==> src/rtl/alu_controller_if.sv <==
// alu_controller_if
//   Groups the ALU-control decode inputs and the registered one-hot
//   operation select into one bundle.
//   Signals:
//     ALUControl [4:0]  one-hot instruction-class select from the main decoder
//     func3      [2:0]  instruction bits [14:12]
//     instr30           instruction bit 30 (SUB/SRA qualifier)
//     OpControl  [10:0] registered one-hot ALU operation select
//   Modports:
//     master : drives the decode inputs, observes OpControl (decoder / bench)
//     slave  : consumes the decode inputs, drives OpControl (alu_controller)
interface alu_controller_if;
  logic [4:0]  ALUControl;
  logic [2:0]  func3;
  logic        instr30;
  logic [10:0] OpControl;

  modport master (
    output ALUControl,
    output func3,
    output instr30,
    input  OpControl
  );

  modport slave (
    input  ALUControl,
    input  func3,
    input  instr30,
    output OpControl
  );
endinterface

==> src/rtl/alu_controller.sv <==
// alu_controller
//   Translates the main decoder's instruction-class select plus func3 and
//   instruction bit 30 into a one-hot ALU operation select. The decode is
//   purely combinational and is captured in a single output register, so
//   OpControl reflects the inputs sampled at the previous rising edge.
//   Ports:
//     clk  : rising-edge clock
//     rst  : synchronous, active-high reset (clears OpControl)
//     bus  : alu_controller_if.slave
//            in : ALUControl[4:0], func3[2:0], instr30
//            out: OpControl[10:0]
//   OpControl bit map:
//     [0] ADD  [1] SUB  [2] SLL  [3] SLT  [4] SLTU  [5] XOR
//     [6] SRL  [7] SRA  [8] OR   [9] AND  [10] PASSB
module alu_controller (
  input  logic              clk,
  input  logic              rst,
  alu_controller_if.slave   bus
);

  localparam int OP_W = 11;

  localparam int OP_ADD   = 0;
  localparam int OP_SUB   = 1;
  localparam int OP_SLL   = 2;
  localparam int OP_SLT   = 3;
  localparam int OP_SLTU  = 4;
  localparam int OP_XOR   = 5;
  localparam int OP_SRL   = 6;
  localparam int OP_SRA   = 7;
  localparam int OP_OR    = 8;
  localparam int OP_AND   = 9;
  localparam int OP_PASSB = 10;

  // Instruction-class encodings from the main decoder.
  localparam logic [4:0] CLS_ADDR   = 5'b00000;
  localparam logic [4:0] CLS_RTYPE  = 5'b00001;
  localparam logic [4:0] CLS_ITYPE  = 5'b00010;
  localparam logic [4:0] CLS_BRANCH = 5'b00100;
  localparam logic [4:0] CLS_LUI    = 5'b01000;
  localparam logic [4:0] CLS_JUMP   = 5'b10000;

  logic [OP_W-1:0] op_control_reg;
  logic [OP_W-1:0] op_control_next;

  // Shared register-register / register-immediate func3 decode.
  // allow_sub selects whether instr30 may turn ADD into SUB (false for
  // ADDI, since there is no SUBI). instr30 only matters at 000 and 101.
  function automatic logic [OP_W-1:0] arith_decode(
    input logic [2:0] f3,
    input logic       i30,
    input logic       allow_sub
  );
    logic [OP_W-1:0] op;
    op = '0;
    case (f3)
      3'b000: op[(allow_sub && i30) ? OP_SUB : OP_ADD] = 1'b1;
      3'b001: op[OP_SLL]  = 1'b1;
      3'b010: op[OP_SLT]  = 1'b1;
      3'b011: op[OP_SLTU] = 1'b1;
      3'b100: op[OP_XOR]  = 1'b1;
      3'b101: op[i30 ? OP_SRA : OP_SRL] = 1'b1;
      3'b110: op[OP_OR]   = 1'b1;
      default: op[OP_AND] = 1'b1;
    endcase
    return op;
  endfunction

  // Branches compare via SUB (equality), SLT (signed) or SLTU (unsigned);
  // func3 010/011 are not branch encodings and produce no operation.
  function automatic logic [OP_W-1:0] branch_decode(input logic [2:0] f3);
    logic [OP_W-1:0] op;
    op = '0;
    case (f3[2:1])
      2'b00:   op[OP_SUB]  = 1'b1;
      2'b10:   op[OP_SLT]  = 1'b1;
      2'b11:   op[OP_SLTU] = 1'b1;
      default: op          = '0;
    endcase
    return op;
  endfunction

  always_comb begin
    op_control_next = '0;
    // Anything that is neither zero nor one-hot falls to the default
    // and yields an all-zero select.
    case (bus.ALUControl)
      CLS_ADDR:   op_control_next[OP_ADD]   = 1'b1;
      CLS_RTYPE:  op_control_next = arith_decode(bus.func3, bus.instr30, 1'b1);
      CLS_ITYPE:  op_control_next = arith_decode(bus.func3, bus.instr30, 1'b0);
      CLS_BRANCH: op_control_next = branch_decode(bus.func3);
      CLS_LUI:    op_control_next[OP_PASSB] = 1'b1;
      CLS_JUMP:   op_control_next[OP_ADD]   = 1'b1;
      default:    op_control_next = '0;
    endcase
  end

  always_ff @(posedge clk) begin
    if (rst) begin
      op_control_reg <= '0;
    end else begin
      op_control_reg <= op_control_next;
    end
  end

  assign bus.OpControl = op_control_reg;

endmodule

==> src/flat_wrapper.sv <==
// flat-port wrapper written by rule: the top's interface ports become plain ports
module alu_controller_flat 
  (clk, rst, bus_ALUControl, bus_func3, bus_instr30, bus_OpControl);
  alu_controller_if bus_i ();
  input  logic clk;
  input  logic rst;
  input wire logic [$bits(bus_i.ALUControl)-1:0] bus_ALUControl;
  input wire logic [$bits(bus_i.func3)-1:0] bus_func3;
  input wire logic [$bits(bus_i.instr30)-1:0] bus_instr30;
  output wire logic [$bits(bus_i.OpControl)-1:0] bus_OpControl;
  assign bus_i.ALUControl = bus_ALUControl;
  assign bus_i.func3 = bus_func3;
  assign bus_i.instr30 = bus_instr30;
  assign bus_OpControl = bus_i.OpControl;
  alu_controller u_core (.clk(clk), .rst(rst), .bus(bus_i));
endmodule
==> config.mk <==
export PLATFORM = sky130hd
export DESIGN_NAME = alu_controller_flat
export DESIGN_NICKNAME = d
export VERILOG_FILES = /design/src/rtl/alu_controller_if.sv /design/src/rtl/alu_controller.sv /design/src/flat_wrapper.sv
export SDC_FILE = /design/constraint.sdc
export NUM_CORES = 1
export LEC_CHECK = 0
export CORE_AREA = 4 4 41 43
export CTS_BUF_LIST = sky130_fd_sc_hd__clkbuf_4
export DETAILED_ROUTE_END_ITERATION = 16
export DIE_AREA = 0 0 45 47
export GPL_ROUTABILITY_DRIVEN = 0
export HOLD_SLACK_MARGIN = 0.12
export PLACE_DENSITY = 0.7
export SLEW_MARGIN = 20
export SYNTH_ARGS = -nofsm -noshare
export SYNTH_HDL_FRONTEND = slang
export SYNTH_SLANG_ARGS = --single-unit
==> constraint.sdc <==
create_clock -name clk -period 3.1 [get_ports clk]
set_input_delay 0.31 -clock clk [delete_from_list [all_inputs] [get_ports clk]]
set_output_delay 0.31 -clock clk [all_outputs]
set_load 0.05 [all_outputs]
After elaboration in Yosys (flattened, before gate mapping)
Cells that the tools add are included.
{"block": "op_classes", "eq_ne": 13, "order_cmp": 4, "mux": 31, "reduce_logical": 8}
{"op": ">= comparator 32 x 1 -> 1 bit (second input constant)", "count": 2}
{"op": "less-than comparator 32 x 6 -> 1 bit (second input constant)", "count": 2}
{"op": "case mux 9 bit (3 select lines)", "count": 1}
{"op": "case mux 1 bit (3 select lines)", "count": 8}
{"op": "case mux 1 bit (2 select lines)", "count": 8}
{"op": "equality test 3 bit (second input constant)", "count": 3}
{"op": "two-way mux 1 bit", "count": 9}
{"op": "demux 1 bit (select 4 bit)", "count": 2}
{"op": "case mux 2 bit (2 select lines)", "count": 2}
{"op": "equality test 3 x 2 -> 1 bit (second input constant)", "count": 2}
{"op": "OR reduction 6 bit", "count": 1}
{"op": "equality test 5 x 1 -> 1 bit (second input constant)", "count": 1}
{"op": "equality test 5 x 2 -> 1 bit (second input constant)", "count": 1}
{"op": "equality test 5 x 3 -> 1 bit (second input constant)", "count": 1}
{"op": "equality test 5 x 4 -> 1 bit (second input constant)", "count": 1}
{"op": "equality test 5 bit (second input constant)", "count": 1}
{"op": "logical NOT 5 bit", "count": 1}
{"op": "OR reduction 5 bit", "count": 1}
{"op": "equality test 2 bit (second input constant)", "count": 2}
{"op": "equality test 3 x 1 -> 1 bit (second input constant)", "count": 1}
{"op": "logical NOT 3 bit", "count": 1}
{"op": "logical AND 1 bit", "count": 2}
{"op": "logical NOT 2 bit", "count": 1}
{"op": "two-way mux 2 bit", "count": 1}
{"op": "OR reduction 2 bit", "count": 1}
{"block": "word_totals", "output_inout_bits": 11, "regBits": 11, "in_bits": 11, "wordCells": 57}

Logic depth before layout (Yosys ltp)
Gate-level depths: netlist of run 1.
{"block": "logic_depth", "ltp_word": 7, "ltp_mapped": 4, "mapped_depth_nobuf": 3}

Worst setup path before layout of run 1
No wires, ideal clock.
{"block": "synth_path", "kind": "input-to-reg", "start": "input port bus_ALUControl[1]", "end": "register u_core.op_control_reg[4] (netlist: u_core.bus.OpControl[4])", "cell_stages": 4, "arrival_time_ps": 1145, "path_slack_ps": 1852, "cell_sequence": "buf_2 > nor3b_1 > nand3_1 > a2111oi_2"}
{"block": "synth_via", "elab_chain_cells": 2, "word_cells_on_any_way": 4}
{"item": "start: declaration", "line": "flat_wrapper.sv:7", "source": "input wire logic [$bits(bus_i.ALUControl)-1:0] bus_ALUControl;"}
{"item": "equality test 5 x 3 -> 1 bit, or another cell as far along", "line": "alu_controller.sv:87", "source": "case (bus.ALUControl)"}
{"item": "case mux 9 bit (3 select lines) (*)", "line": "alu_controller.sv:87"}
{"item": "end signal: assignment", "line": "alu_controller.sv:102", "source": "op_control_reg <= op_control_next;"}
{"item": "end: declaration", "line": "alu_controller.sv:43", "source": "logic [OP_W-1:0] op_control_reg;"}
Every way passes the cells marked *; elsewhere a longest branch is shown, timed or not.
A chain may end at the register's enable or synchronous reset.

Final worst setup path of run 1
{"block": "layout_path", "start": "input port bus_ALUControl[2]", "end": "register u_core.op_control_reg[1] (netlist: u_core.bus.OpControl[1])"}
The elaborated chain is that of the path after synthesis.

==> results of run 1 <==
==> synth_stat cells, types with 2 or more instances <==
library cell,count
nand4b_1,2
nor2_1,6
nand2_1,2
o211ai_1,2
nor3_1,5
nor3b_1,2
inv_1,3
dfxtp_1,11
nand3_1,2
==> power by group <==
part / internal, mW / switching [mW] / total, mW
clock: 0.0584 / 0.0423 / 0.101
combinational: 0.0191 / 0.0210 / 0.0401
sequential: 0.142 / 0.000162 / 0.142
total: 0.219 / 0.0634 / 0.283
==> layout make-up <==
| class | instances | area (sq um) |
|---|---|---|
| Timing Repair Buffer | 21 | 210 |
| Sequential cell | 11 | 220 |
| Tap cell | 15 | 18.8 |
| Clock buffer | 4 | 30.0 |
| Inverter | 3 | 11.3 |
| Multi-Input combinational cell | 35 | 230 |
| Fill cell | 133 | 581 |
==> layout by cell type, fill, tap and decap left out, types with 2 or more instances in the layout <==
cell type,count
nand2_1,2
clkdlybuf4s50_1,21
clkbuf_4,4
nor2_1,6
inv_1,3
nor3b_1,2
o211ai_1,2
dfxtp_1,11
nand3_1,2
nand4b_1,2
nor3_1,5
==> path summary, 6_finish.rpt <==
kind	start	end
hold / removal	bus_ALUControl[4]	u_core.bus.OpControl[10]$_SDFF_PP0_
setup / recovery	bus_ALUControl[2]	u_core.bus.OpControl[1]$_SDFF_PP0_
==> metrics by stage <==
step	instances	setup WS, ns
2_1_floorplan	50	1.85
3_3_place_gp	85	1.15
3_5_place_dp	85	1.16
4_1_cts	89	1.39
5_1_grt	89	1.25
6_report	89	1.42
==> cells by family (layout without fill, tap and decap cells) <==
family                 after synthesis  after routing
AO/OA/AOI/OAI                        7              7
buffers and inverters                4             28
flip-flops                          11             11
XOR/XNOR                             2              2
AND/OR/NAND/NOR                     26             26
==> metal layers <==
| layer | up-vias | wire length (um) | global-route usage, % |
|---|---|---|---|
| li1 | 233 | - | - |
| met1 | 199 | 364 | 12.9 |
| met2 | 26 | 509 | 19.8 |
| met3 | 2 | 104 | 2.30 |
| met4 | 0 | 17 | 10.5 |
| met5 | - | 0 | 0 |
==> summary.txt, run 1 <==
Worst setup path
  – Startpoint types: primary input
  – Required time worst endpoint: 3.28 ns
  – Worst path depth: 4
  – Crit-path max cell delay: 0.63 ns
  – Worst path slowest cell: nor4_1
  – CP Cell Sequence: clkdlybuf4s50_1 -> nor4_1 -> a41oi_1 -> nor3_1
  – Worst Path Buf+Inv: 1
  – Crit end category: register
  – Worst Path Arrival: 1.86 ns
  – Crit Path Category: in -> reg
  – Worst-path fanout max: 7
  – CP top delay family: simple AND/OR/NAND/NOR gates

GRT
  – Largest net degree at the start of global routing: 9
  – First-pass GRT wire length: 1810 um
  – Initial antenna violation count: 0
  – Number of global-route vias before repair: 438
  – Total gr overflow: 0
  – GRT Total Usage: 11.9%

Yosys
  – Syn Nets: 61
  – Simple-Gate Fraction of Synth Area: 31.9%
  – Post-synthesis register bit count: 11
  – Post-synthesis adder-cell area fraction: 0%
  – Yosys top cell by area: dfxtp_1
  – Count of different cell masters after synthesis: 24
  – Mapped Area: 467 sq um
  – Synth top area share: 47.2%
  – Xor and xnor area share after synthesis: 5.36%
  – Ys flop type: dfxtp_1
  – Avg Inst Size Synth: 9.33 sq um
  – Post-synthesis mux area share: 0%
  – Yosys warns: 0
  – Synth async-reset ratio: 0%
  – EDFF count, synth: 0
  – Main combinational cell family by area after synthesis: simple AND/OR/NAND/NOR gates
  – Synth Area in Compound Gates: 12.1%
  – Syn Inst Count: 50
  – Top post-synthesis cells by area: dfxtp_1, nor3_1, nor2_1
  – Seq/Total Area, Yosys: 47.2%

Layout
  – Post-route cell area: 721 sq um
  – Fraction of layout cells with a size suffix above 1: 10.8%
  – Area growth syn-to-layout: 54.4%
  – Final core utilization: 55.4%
  – Layout Nets: 86
  – Max reg flops: 11
  – Antenna diodes: 0

Die
  – Die ar.: 2120 sq um
  – Rows: 13
  – Core ar.: 1300 sq um
  – Die W: 45 um
  – Ports: 22
  – Initial core utilization: 35.9%
  – Die Height: 47 um

Detailed routing
  – Drt initial violations: 7
  – Final WL: 996 um
  – Post-route ant nets: 0
  – Wire per inst: 11.2 um
  – Vias per cell: 5.17
  – Via Count: 460
  – DRC: 0
  – Drt pass-1 iters: 4

Place
  – Placed Area: 691 sq um
  – IO Port Bufs: 21
  – Post-DP HPWL: 830 um

Clock tree
  – Post_cts resized: 0
  – Num CTS Buffers: 3
  – Root buf cell: clkbuf_4
  – CTS tree: done
  – Postcts setup bufs: 0
  – # hold bufs at CTS: 0
  – Worst-path clk slew: 0.06 ns
  – H-tree levels: 1
  – Clock sink count: 11
  – Clk buf depth: 2

STA
  – Final Hold Viols: 0
  – Hold_ws: 0.684 ns
  – Slew margin rel.: 56.5%
  – Maximum clock rate: 595 MHz
  – Final setup vio count: 0
  – Slew Limit Fails: 0
  – Tmin final: 1.68 ns
  – Slew @ Worst Pin: 0.646 ns
  – Final setup TNS: 0 ns
  – RSZ-0062 raised after global routing: false
  – Tcrit/Tclk final: 54.2%

Worst hold path
  – HP Class: in -> reg
  – Hold path depth: 2

Run
  – Max Cap Viol: 0

Status
  – Status: finished clean

Power and ir drop
  – Design Power: 0.283 mW
  – Leak: 0.242 nW
  – P per Cell Area: 393 nW/um^2
  – Worst VDD drop: 190 uV
(Power assumes the default switching activity.)
==> run 2: changes to the inputs <==
- clock period: 3.1 -> 1.6 ns (I/O delays scaled with it)
==> summary.txt, run 2 (synthesized netlist as in run 1, its figures left out) <==
GRT
  – First-pass GRT wire length: 1840 um (+1.9%)
  – Initial antenna violation count: 0 (unchanged)
  – Largest net degree at the start of global routing: 9 (unchanged)
  – Total gr overflow: 0 (unchanged)
  – GRT Total Usage: 11.8% (-0.079 points)
  – Number of global-route vias before repair: 484 (+11%)

Place
  – Post-DP HPWL: 938 um (+13%)
  – IO Port Bufs: 21 (unchanged)
  – Placed Area: 708 sq um (+2.5%)

STA
  – Slew Limit Fails: 0 (unchanged)
  – Tcrit/Tclk final: 90.5%
  – Slew margin rel.: 73.1% (+17 points)
  – Final Hold Viols: 0 (unchanged)
  – Slew @ Worst Pin: 0.403 ns (-0.243 ns)
  – RSZ-0062 raised after global routing: false
  – Final setup vio count: 0 (unchanged)
  – Tmin final: 1.45 ns
  – Maximum clock rate: 690 MHz

Detailed routing
  – Drt pass-1 iters: 2 (-2)
  – DRC: 0 (unchanged)
  – Drt initial violations: 4 (-3)
  – Met3 WL: 62 um (-40%)
  – Post-route ant nets: 0 (unchanged)
  – M1 WL: 472 um (+30%)
  – Top Layer Used: met3
  – Wire per inst: 11.7 um (+5.0%)
  – Via Count: 467 (+1.5%)
  – Vias per cell: 4.92 (-4.9%)
  – Met2 wire len: 580 um (+14%)
  – Final WL: 1120 um (+12%)

Die
  – Die Height: 47 um (unchanged)
  – Rows: 13 (unchanged)
  – Die W: 45 um (unchanged)
  – Die ar.: 2120 sq um (unchanged)
  – Ports: 22 (unchanged)
  – Initial core utilization: 35.9% (unchanged)
  – Core ar.: 1300 sq um (unchanged)

Worst hold path
  – HP Class: in -> reg
  – Hold path depth: 2 (unchanged)

Clock tree
  – Post_cts resized: 0 (unchanged)
  – Clk buf depth: 2 (unchanged)
  – # hold bufs at CTS: 0 (unchanged)
  – CTS tree: done
  – H-tree levels: 1 (unchanged)
  – Clock sink count: 11 (unchanged)
  – Num CTS Buffers: 3 (unchanged)
  – Root buf cell: clkbuf_4
  – Worst-path clk slew: 0.07 ns (about the same)
  – Postcts setup bufs: 0 (unchanged)

Worst setup path
  – Required time worst endpoint: 1.76 ns (-1.52 ns)
  – Worst Path Buf+Inv: 1 (unchanged)
  – CP top delay family: buffers and inverters
  – Crit end category: register
  – Startpoint types: primary input
  – Worst-path fanout max: 6 (-1)
  – Worst Path Arrival: 1.61 ns (-0.25 ns)
  – Crit Path Category: in -> reg
  – Crit-path max cell delay: 0.58 ns (-0.05 ns)
  – CP Cell Sequence: clkdlybuf4s50_1 -> nor3b_1 -> nand3_1 -> a2111oi_2
  – Worst path depth: 4 (unchanged)
  – Worst path slowest cell: clkdlybuf4s50_1

Layout
  – Max reg flops: 11 (unchanged)
  – Post-route cell area: 738 sq um (+2.4%)
  – Layout Nets: 92 (+7.0%)
  – Most frequent cells in the layout: buf_4, dfxtp_1, clkdlybuf4s50_1, nor2_1, nor3_1
  – Fraction of layout cells with a size suffix above 1: 31.3% (+20 points)
  – Commonest non-fill, non-tap cell in the layout: buf_4
  – Area growth syn-to-layout: 58.2%
  – Antenna diodes: 0 (unchanged)

Run
  – Max Cap Viol: 0 (unchanged)

Power and ir drop
  – P per Cell Area: 770 nW/um^2 (+96%)
  – Leak: 0.294 nW (+21%)
  – Design Power: 0.568 mW (+100%)
  – Worst VDD drop: 331 uV (+74%)

Status
  – Status: finished clean
==> run 2: cell count changes in the layout (fill, tap and decap cells not counted) <==
cell / change
buf_4: +17
clkdlybuf4s50_1: -11
==> run 2: per-stage QoR <==
stage                     hold WS, ns  setup slack [ns]  TNS, ns  instances  utilization [%]
after floorplan                 0.229             0.502        0         50                -
after global placement          0.611           -0.0215  -0.0246         91             54.4
after detailed placement        0.611            -0.108   -0.114         91             54.4
after CTS                       0.533             0.163        0         95             56.7
after global routing            0.551             0.110        0         95             56.7
final                           0.540             0.151        0         95             56.7
==> run 2: where the power goes <==
group / internal, mW / total (mW) / switching (mW)
clock: 0.113 / 0.204 / 0.0907
combinational: 0.0463 / 0.0894 / 0.0431
sequential: 0.275 / 0.275 / 0.000340
==> run 2: final cells by class <==
class / instances / area (sq um)
Multi-Input combinational cell: 35 / 230
Tap cell: 15 / 18.8
Inverter: 3 / 11.3
Clock buffer: 4 / 30.0
Sequential cell: 11 / 220
Timing Repair Buffer: 27 / 228
Fill cell: 134 / 563
==> run 2: path summary, 6_finish.rpt <==
kind	to	startpoint	slack (ns)
max	u_core.bus.OpControl[4]$_SDFF_PP0_	bus_ALUControl[2]	0.15
min	u_core.bus.OpControl[10]$_SDFF_PP0_	bus_ALUControl[4]	0.54
==> run 2: layer usage <==
layer	global-route usage, %	vias to the layer above
li1	-	242
met1	12.0	210
met2	24.0	15
met3	1.15	0
met4	5.26	0
met5	0	-
